==> src/rtl/brew_timer.sv <==
// Programmable countdown timer with prescaled tick, pause, one-shot/periodic modes
// and a sticky expiry flag. All outputs come straight from flops.
module brew_timer #(
    parameter int CLK_HZ  = 100000000,
    parameter int TICK_HZ = 1,
    parameter int WIDTH   = 8
) (
    input  logic             clk_100MHz,
    input  logic             rst,
    input  logic             start,
    input  logic             stop,
    input  logic             pause,
    input  logic             mode,
    input  logic [WIDTH-1:0] value,
    output logic             running,
    output logic [WIDTH-1:0] remaining,
    output logic             texpired,
    output logic             expired_pulse
);

    localparam int DIV = CLK_HZ / TICK_HZ;
    localparam int PW  = (DIV > 2) ? $clog2(DIV) : 1;
    localparam logic [PW-1:0] PRE_LAST = PW'(DIV - 1);

    typedef enum logic [1:0] {
        IDLE   = 2'd0,
        RUN    = 2'd1,
        PAUSED = 2'd2,
        DONE   = 2'd3
    } state_t;

    state_t           state_q, state_d;
    logic [PW-1:0]    pre_q, pre_d;
    logic [WIDTH-1:0] rem_q, rem_d;
    logic [WIDTH-1:0] val_q, val_d;
    logic             mode_q, mode_d;
    logic             texp_q, texp_d;
    logic             pulse_q, pulse_d;
    logic             running_q, running_d;

    // Next-state logic; branch order encodes stop > start > pause > tick.
    always_comb begin
        state_d = state_q;
        pre_d   = pre_q;
        rem_d   = rem_q;
        val_d   = val_q;
        mode_d  = mode_q;
        texp_d  = texp_q;
        pulse_d = 1'b0;
        if (stop) begin
            state_d = IDLE;
            pre_d   = {PW{1'b0}};
            rem_d   = {WIDTH{1'b0}};
            texp_d  = 1'b0;
        end else if (start) begin
            pre_d  = {PW{1'b0}};
            val_d  = value;
            mode_d = mode;
            if (value == {WIDTH{1'b0}}) begin
                state_d = DONE;
                rem_d   = {WIDTH{1'b0}};
                texp_d  = 1'b1;
                pulse_d = 1'b1;
            end else begin
                state_d = RUN;
                rem_d   = value;
                texp_d  = 1'b0;
            end
        end else if ((state_q == RUN) || (state_q == PAUSED)) begin
            if (pause) begin
                state_d = PAUSED;
            end else begin
                // Leaving PAUSED resumes counting on the same edge.
                state_d = RUN;
                if (pre_q == PRE_LAST) begin
                    pre_d = {PW{1'b0}};
                    if (rem_q > WIDTH'(1)) begin
                        rem_d = rem_q - WIDTH'(1);
                    end else begin
                        texp_d  = 1'b1;
                        pulse_d = 1'b1;
                        if (mode_q) begin
                            rem_d = val_q;
                        end else begin
                            rem_d   = {WIDTH{1'b0}};
                            state_d = DONE;
                        end
                    end
                end else begin
                    pre_d = pre_q + PW'(1);
                end
            end
        end else begin
            state_d = state_q;
        end
        running_d = (state_d == RUN) || (state_d == PAUSED);
    end

    // State and output registers with synchronous reset.
    always_ff @(posedge clk_100MHz) begin
        if (rst) begin
            state_q   <= IDLE;
            pre_q     <= {PW{1'b0}};
            rem_q     <= {WIDTH{1'b0}};
            val_q     <= {WIDTH{1'b0}};
            mode_q    <= 1'b0;
            texp_q    <= 1'b0;
            pulse_q   <= 1'b0;
            running_q <= 1'b0;
        end else begin
            state_q   <= state_d;
            pre_q     <= pre_d;
            rem_q     <= rem_d;
            val_q     <= val_d;
            mode_q    <= mode_d;
            texp_q    <= texp_d;
            pulse_q   <= pulse_d;
            running_q <= running_d;
        end
    end

    assign running       = running_q;
    assign remaining     = rem_q;
    assign texpired      = texp_q;
    assign expired_pulse = pulse_q;

endmodule

==> config.mk <==
export PLATFORM = sky130hd
export DESIGN_NAME = brew_timer
export DESIGN_NICKNAME = d
export VERILOG_FILES = /design/src/rtl/brew_timer.sv
export SDC_FILE = /design/constraint.sdc
export NUM_CORES = 1
export LEC_CHECK = 0
export BUFFER_PORTS_ARGS = -buffer_cell sky130_fd_sc_hd__buf_2
export CORE_AREA = 2 2 83 85
export DETAILED_ROUTE_END_ITERATION = 8
export DIE_AREA = 0 0 85 87
export SYNTH_ARGS = -nofsm -noshare
export SYNTH_HDL_FRONTEND = slang
export SYNTH_SLANG_ARGS = --single-unit
==> constraint.sdc <==
create_clock -name clk_100MHz -period 7.76 [get_ports clk_100MHz]
set_input_delay 1.94 -clock clk_100MHz [delete_from_list [all_inputs] [get_ports clk_100MHz]]
set_output_delay 1.94 -clock clk_100MHz [all_outputs]
set_load 0.05 [all_outputs]
# Yosys cells after proc, flatten, opt, wreduce, memory -nomap -nowiden
# Cells that the tools add are included.
# totals
ff_bits,49
input_bits,14
wordCells,58
# op_classes
bitwise,2
n_mux,27
n_reduce_logical,11
n_eq_ne,7
n_addsub,2
order_cmp,1
# ops
op,count
$mux W8,7
$add A27 B1 Y27 const B,1
$eq A27 B27 Y1 const B,1
$mux W27,1
$mux W2,8
$mux W1,11
$gt A8 B1 Y1 const B,1
$logic_not A8 Y1,1
$sub A8 B1 Y8 const B,1
$eq A2 B1 Y1 const B,2
$eq A2 B2 Y1 const B,2
$ne A2 B2 Y1 const B,2
$reduce_and A2 Y1,2
$reduce_and A4 Y1,1
$reduce_bool A2 Y1,2
$reduce_and A3 Y1,1
$reduce_or A3 Y1,1
$logic_or A1 B1 Y1,2
$not A1 Y1,2
$reduce_or A2 Y1,1

# Longest topological paths before layout
# depth
ltp_word,9
mapped_depth,8
mapped_depth_nobuf,7

# Least setup slack after synthesis
# Ideal clock, no wire load.
# synth_path
path_type,input to register
from,input port rst
to,register rem_q[6] (netlist: remaining[6])
path_stages,7
slack_ns,4.306
path_buffers,4
setup_time_ns,0.076
arrival_time_ns,3.378
path_cell_list,clkbuf_1 or2_2 buf_1 or3_1 clkbuf_1 clkbuf_1 o22ai_1
# synth_between
elab_chain_len,1
# synth_rtl
item,line_no,source
start: declaration,9,"input logic rst,"
$reduce_or A2 Y1 (no source line),-,
end signal: assignment,104,rem_q <= {WIDTH{1'b0}};
end signal: assignment,113,rem_q <= rem_d;
end: declaration,34,"logic [WIDTH-1:0] rem_q, rem_d;"
# No other way between the ends.
# A chain may end at the register's enable or synchronous reset.

# Final worst setup path
# layout_path
from,input port pause
to,register pre_q[14]
# layout_between
elab_chain_len,2
# layout_rtl
item,line_no,source
start: declaration,12,"input logic pause,"
$not A1 Y1 (no source line),-,
$reduce_and A2 Y1 (no source line),-,
end signal: assignment,103,pre_q <= {PW{1'b0}};
end signal: assignment,112,pre_q <= pre_d;
end: declaration,33,"logic [PW-1:0] pre_q, pre_d;"
# No other way between the ends.

==> run summary <==
================================================================================
Fraction of final layout cells with drive strength greater than 1          0.123
Worst Setup SP                                                             pause
Fraction of power consumed by combinational cells                          0.127
Aggregate routed wire length                                             5.91 mm
Fraction of power consumed by sequential logic                             0.554
Relative max-transition margin                                             0.236
Clk slew on worst S/H paths                                              0.09 ns
Number of buffers and inverters on the critical path                           3
Path class of the lowest-slack min-delay path                            reg2reg
Starting density of the core                                               0.372
Endpoint class of the critical path                                    flip-flop
Commonest cells after routing, fill and taps aside                  sky130_fd_sc_hd__dfxtp_1, sky130_fd_sc_hd__nand2_1, sky130_fd_sc_hd__nor2_1, sky130_fd_sc_hd__buf_2, sky130_fd_sc_hd__xor2_1
Proportion of total power due to net switching                             0.277
Worst-case register-to-register setup slack                              5.08 ns
Most common cell after layout, fill and taps aside                  sky130_fd_sc_hd__dfxtp_1
Num CTS Buffers                                                                5
Number of I/O pins                                                            25
Worst path arrival time                                                  3.58 ns
Average cell area after synthesis                                      8.20 um^2
Quantity of gates resized following cts                                        0
Final clock period utilization by the worst path                           0.437
Hold buffer count at CTS                                                       0
Routed wirelength normalized by instance count                           14.9 um
Number of violations of the max-capacitance limit                              0
Vias post-DR                                                                2148
Iteration-0 DRC count of the detailed router                                 155
Total area of sequential cells                                          981 um^2
RSZ-0062 raised after global routing                                       false
CP endpoint                                                         pre_q[14]$_SDFFE_PP0P_
Number of standard cells after synthesis                                     298
Hold Violations, Final                                                         0
P_int                                                                 0.000341 W
Static Leakage                                                          0.959 nW
Area taken by multi-input logic gates                                  1360 um^2
Site Rows                                                                     30
Distinct cell type count after synthesis                                      48
TritonCTS clock tree                                                       built
TritonCTS Sinks                                                               49
Number of synthesized register bits                                           49
H-Tree Depth                                                                   2
Global-route usage over all layers                                         0.164
Die height                                                                 87 um
Cell with the largest stage delay on the worst path                 sky130_fd_sc_hd__nor4_1
Highest ir drop seen on vdd                                            0.0789 mV
Ys Warns                                                                       0
Number of filler instances in the final layout                               683
Final setup vio count                                                          0
Global route total overflow                                                    0
Area of the mapped netlist                                             2440 um^2
Maximum number of pins on one net before global-route repair                  28
Flip-flop cell with the highest count after synthesis               sky130_fd_sc_hd__dfxtp_1
Number of flops mapped to enable cells by yosys                                0
Highest cell delay on the worst timing path                              0.50 ns
Reg2Reg Depth                                                                  5
Number of global-route vias before repair                                   1996
Part of the Yosys area used for sequential elements                        0.401
Net count of the mapped netlist                                              315
Number of routed nets with antenna violations                                  0
Minimum period implied by the final worst setup slack                    3.39 ns
Post-synthesis to final-layout area growth                                 10.2%
DRC errors left                                                                0
Power density over cell area                                         175 nW/um^2
Start of the worst register-to-register path                        remaining[2]$_SDFFE_PP0P_
Largest fanout of any net on the critical path                                27
Max Slew Vio Count                                                             0
Nets                                                                         332
Final weighted congestion in routability-driven placement                  0.776
Number of antenna violations at the first check in global routing              0
Worst-Skew Late Latency                                                  0.31 ns
Core area                                                              6570 um^2
Req. time, crit path                                                     7.95 ns
Die ar.                                                                7400 um^2
First-pass GRT wire length                                               9.83 mm
Cells along the critical path                                       buf_2, inv_1, nand2_1, nor4_1, or3_1, buf_4, nor3_1
Average via count per standard cell                                         5.42
Setup TNS                                                                   0 ns
Hpwl dp                                                                  4.16 mm
Ys async rst share                                                             0
Number of buffers inserted by port buffering                                  24
Capture instance of the worst register-to-register path             running$_SDFF_PP0_
Worst setup skew after layout                                         0.00380 ns
Post-layout power                                                     0.000472 W
Total number of cells along the worst setup path                               7
Startpoint-to-endpoint class of the critical path                         in2reg
Launching element type of the critical path                         primary input
Setup repair bufs after CTS                                                    0
Final worst hold slack                                                  0.465 ns
Cell chosen for the clock root                                      sky130_fd_sc_hd__clkbuf_8
Count of antenna diodes in the layout                                          0
Clock share of power                                                       0.319
Status                                                              finished, final reports clean
Die X-Extent                                                               85 um
Fmax                                                                   0.295 GHz
Switching power total                                                 0.000131 W
Worst Max-Slew Pin Slew                                                  1.14 ns
Longest Clk Path Bufs                                                          2
Count of TritonRoute iterations in the first routing pass                      4
Largest delay contributor family on the critical path               simple AND/OR/NAND/NOR gates
================================================================================
-- cells in the mapped netlist (2+ instances only) --
cell type                  count  area (um^2)
sky130_fd_sc_hd__o31a_1        2         17.5
sky130_fd_sc_hd__a21oi_1      16         80.1
sky130_fd_sc_hd__ha_1          3         37.5
sky130_fd_sc_hd__o32ai_1       3         26.3
sky130_fd_sc_hd__mux2i_1       2         20.0
sky130_fd_sc_hd__nand4_1      12         75.1
sky130_fd_sc_hd__nand2_1      39          146
sky130_fd_sc_hd__a211oi_1      4         30.0
sky130_fd_sc_hd__xnor2_1      10         87.6
sky130_fd_sc_hd__dfxtp_1      49          981
sky130_fd_sc_hd__clkbuf_1     12         45.0
sky130_fd_sc_hd__or2_2         2         12.5
sky130_fd_sc_hd__nor3_1        6         30.0
sky130_fd_sc_hd__nor2_1       39          146
sky130_fd_sc_hd__o22ai_1       4         25.0
sky130_fd_sc_hd__nor4b_1       2         17.5
sky130_fd_sc_hd__or3_1         4         25.0
sky130_fd_sc_hd__nand3_1      11         55.1
sky130_fd_sc_hd__and2_1        3         18.8
sky130_fd_sc_hd__or4_1         2         15.0
sky130_fd_sc_hd__xor2_1       20          175
sky130_fd_sc_hd__and4_1        5         43.8
sky130_fd_sc_hd__buf_1         2         7.51
sky130_fd_sc_hd__inv_1         9         33.8
sky130_fd_sc_hd__a311oi_1      3         26.3
sky130_fd_sc_hd__nor4_1        6         37.5
sky130_fd_sc_hd__and3_1        7         43.8
-- per-stage QoR --
stage / instance area, um^2 / std cells / setup WS (ns) / utilization
after floorplan: 2440 / 298 / 4.31 / -
after global placement: 2610 / 388 / 4.07 / 0.398
after detailed placement: 2610 / 388 / 4.03 / 0.398
after CTS: 2690 / 396 / 4.36 / 0.410
after global routing: 2690 / 396 / 4.19 / 0.410
final: 2690 / 396 / 4.37 / 0.410
-- power groups by stage --
stage / Clock (W) / Sequential, W / Combinational (W)
after detailed placement: 0 / 0.000267 / 0.0000598
after CTS: 0.000154 / 0.000261 / 0.0000600
after global routing: 0.000162 / 0.000262 / 0.0000665
after floorplan: 0 / 0.000272 / 0.0000413
after global placement: 0 / 0.000267 / 0.0000598
final: 0.000150 / 0.000261 / 0.0000600
-- worst min-delay path by stage --
stage / startpoint / to / slack [ns] / cells after the start
3_5_place_dp: val_q[4]$_SDFFE_PP0P_ / val_q[4]$_SDFFE_PP0P_ / 0.45 / 2
5_1_grt: val_q[4]$_SDFFE_PP0P_ / val_q[4]$_SDFFE_PP0P_ / 0.49 / 2
2_1_floorplan: val_q[5]$_SDFFE_PP0P_ / val_q[5]$_SDFFE_PP0P_ / 0.43 / 2
6_report: val_q[4]$_SDFFE_PP0P_ / val_q[4]$_SDFFE_PP0P_ / 0.47 / 2
4_1_cts: val_q[4]$_SDFFE_PP0P_ / val_q[4]$_SDFFE_PP0P_ / 0.47 / 2
3_3_place_gp: val_q[6]$_SDFFE_PP0P_ / val_q[6]$_SDFFE_PP0P_ / 0.44 / 2
-- per-layer routing --
metal,track usage,wire [um],vias up
met1,0.239,3020,1001
met5,0,0,-
li1,-,-,1086
met3,0.0284,248,9
met2,0.241,2540,52
met4,0.0577,95,0
-- final cells by class --
cell class / instances / share of cell area
well taps: 80 / 0.0372
multi-input cells: 223 / 0.504
flip-flops and latches: 49 / 0.364
clock inverters: 2 / 0.00372
inverters: 10 / 0.0139
clock buffers: 6 / 0.0269
repair buffers: 26 / 0.0502
-- cell families after synthesis --
| family | count (synthesis) | share of synthesized area |
|---|---|---|
| XOR/XNOR | 30 | 0.107 |
| flip-flops | 49 | 0.401 |
| AO/OA/AOI/OAI | 40 | 0.112 |
| multiplexers | 3 | 0.0143 |
| adder cells (fa/ha/maj) | 4 | 0.0194 |
| AND/OR/NAND/NOR | 146 | 0.302 |
| buffers and inverters | 26 | 0.0435 |
-- registers in the layout, indices dropped and copies added, names as in the netlist --
register,cells
expired_pulse,1
mode_q,1
pre_q,27
remaining,8
running,1
state_q,2
texpired,1
val_q,8
-- worst reg2reg max path, delay by kind of cell (launching register included) --
family           cells  cell delay, ns
flip-flops           1            0.40
multiplexers         1            0.29
AO/OA/AOI/OAI        1            0.27
AND/OR/NAND/NOR      3            1.61
Power figures use the tool's default switching activity.
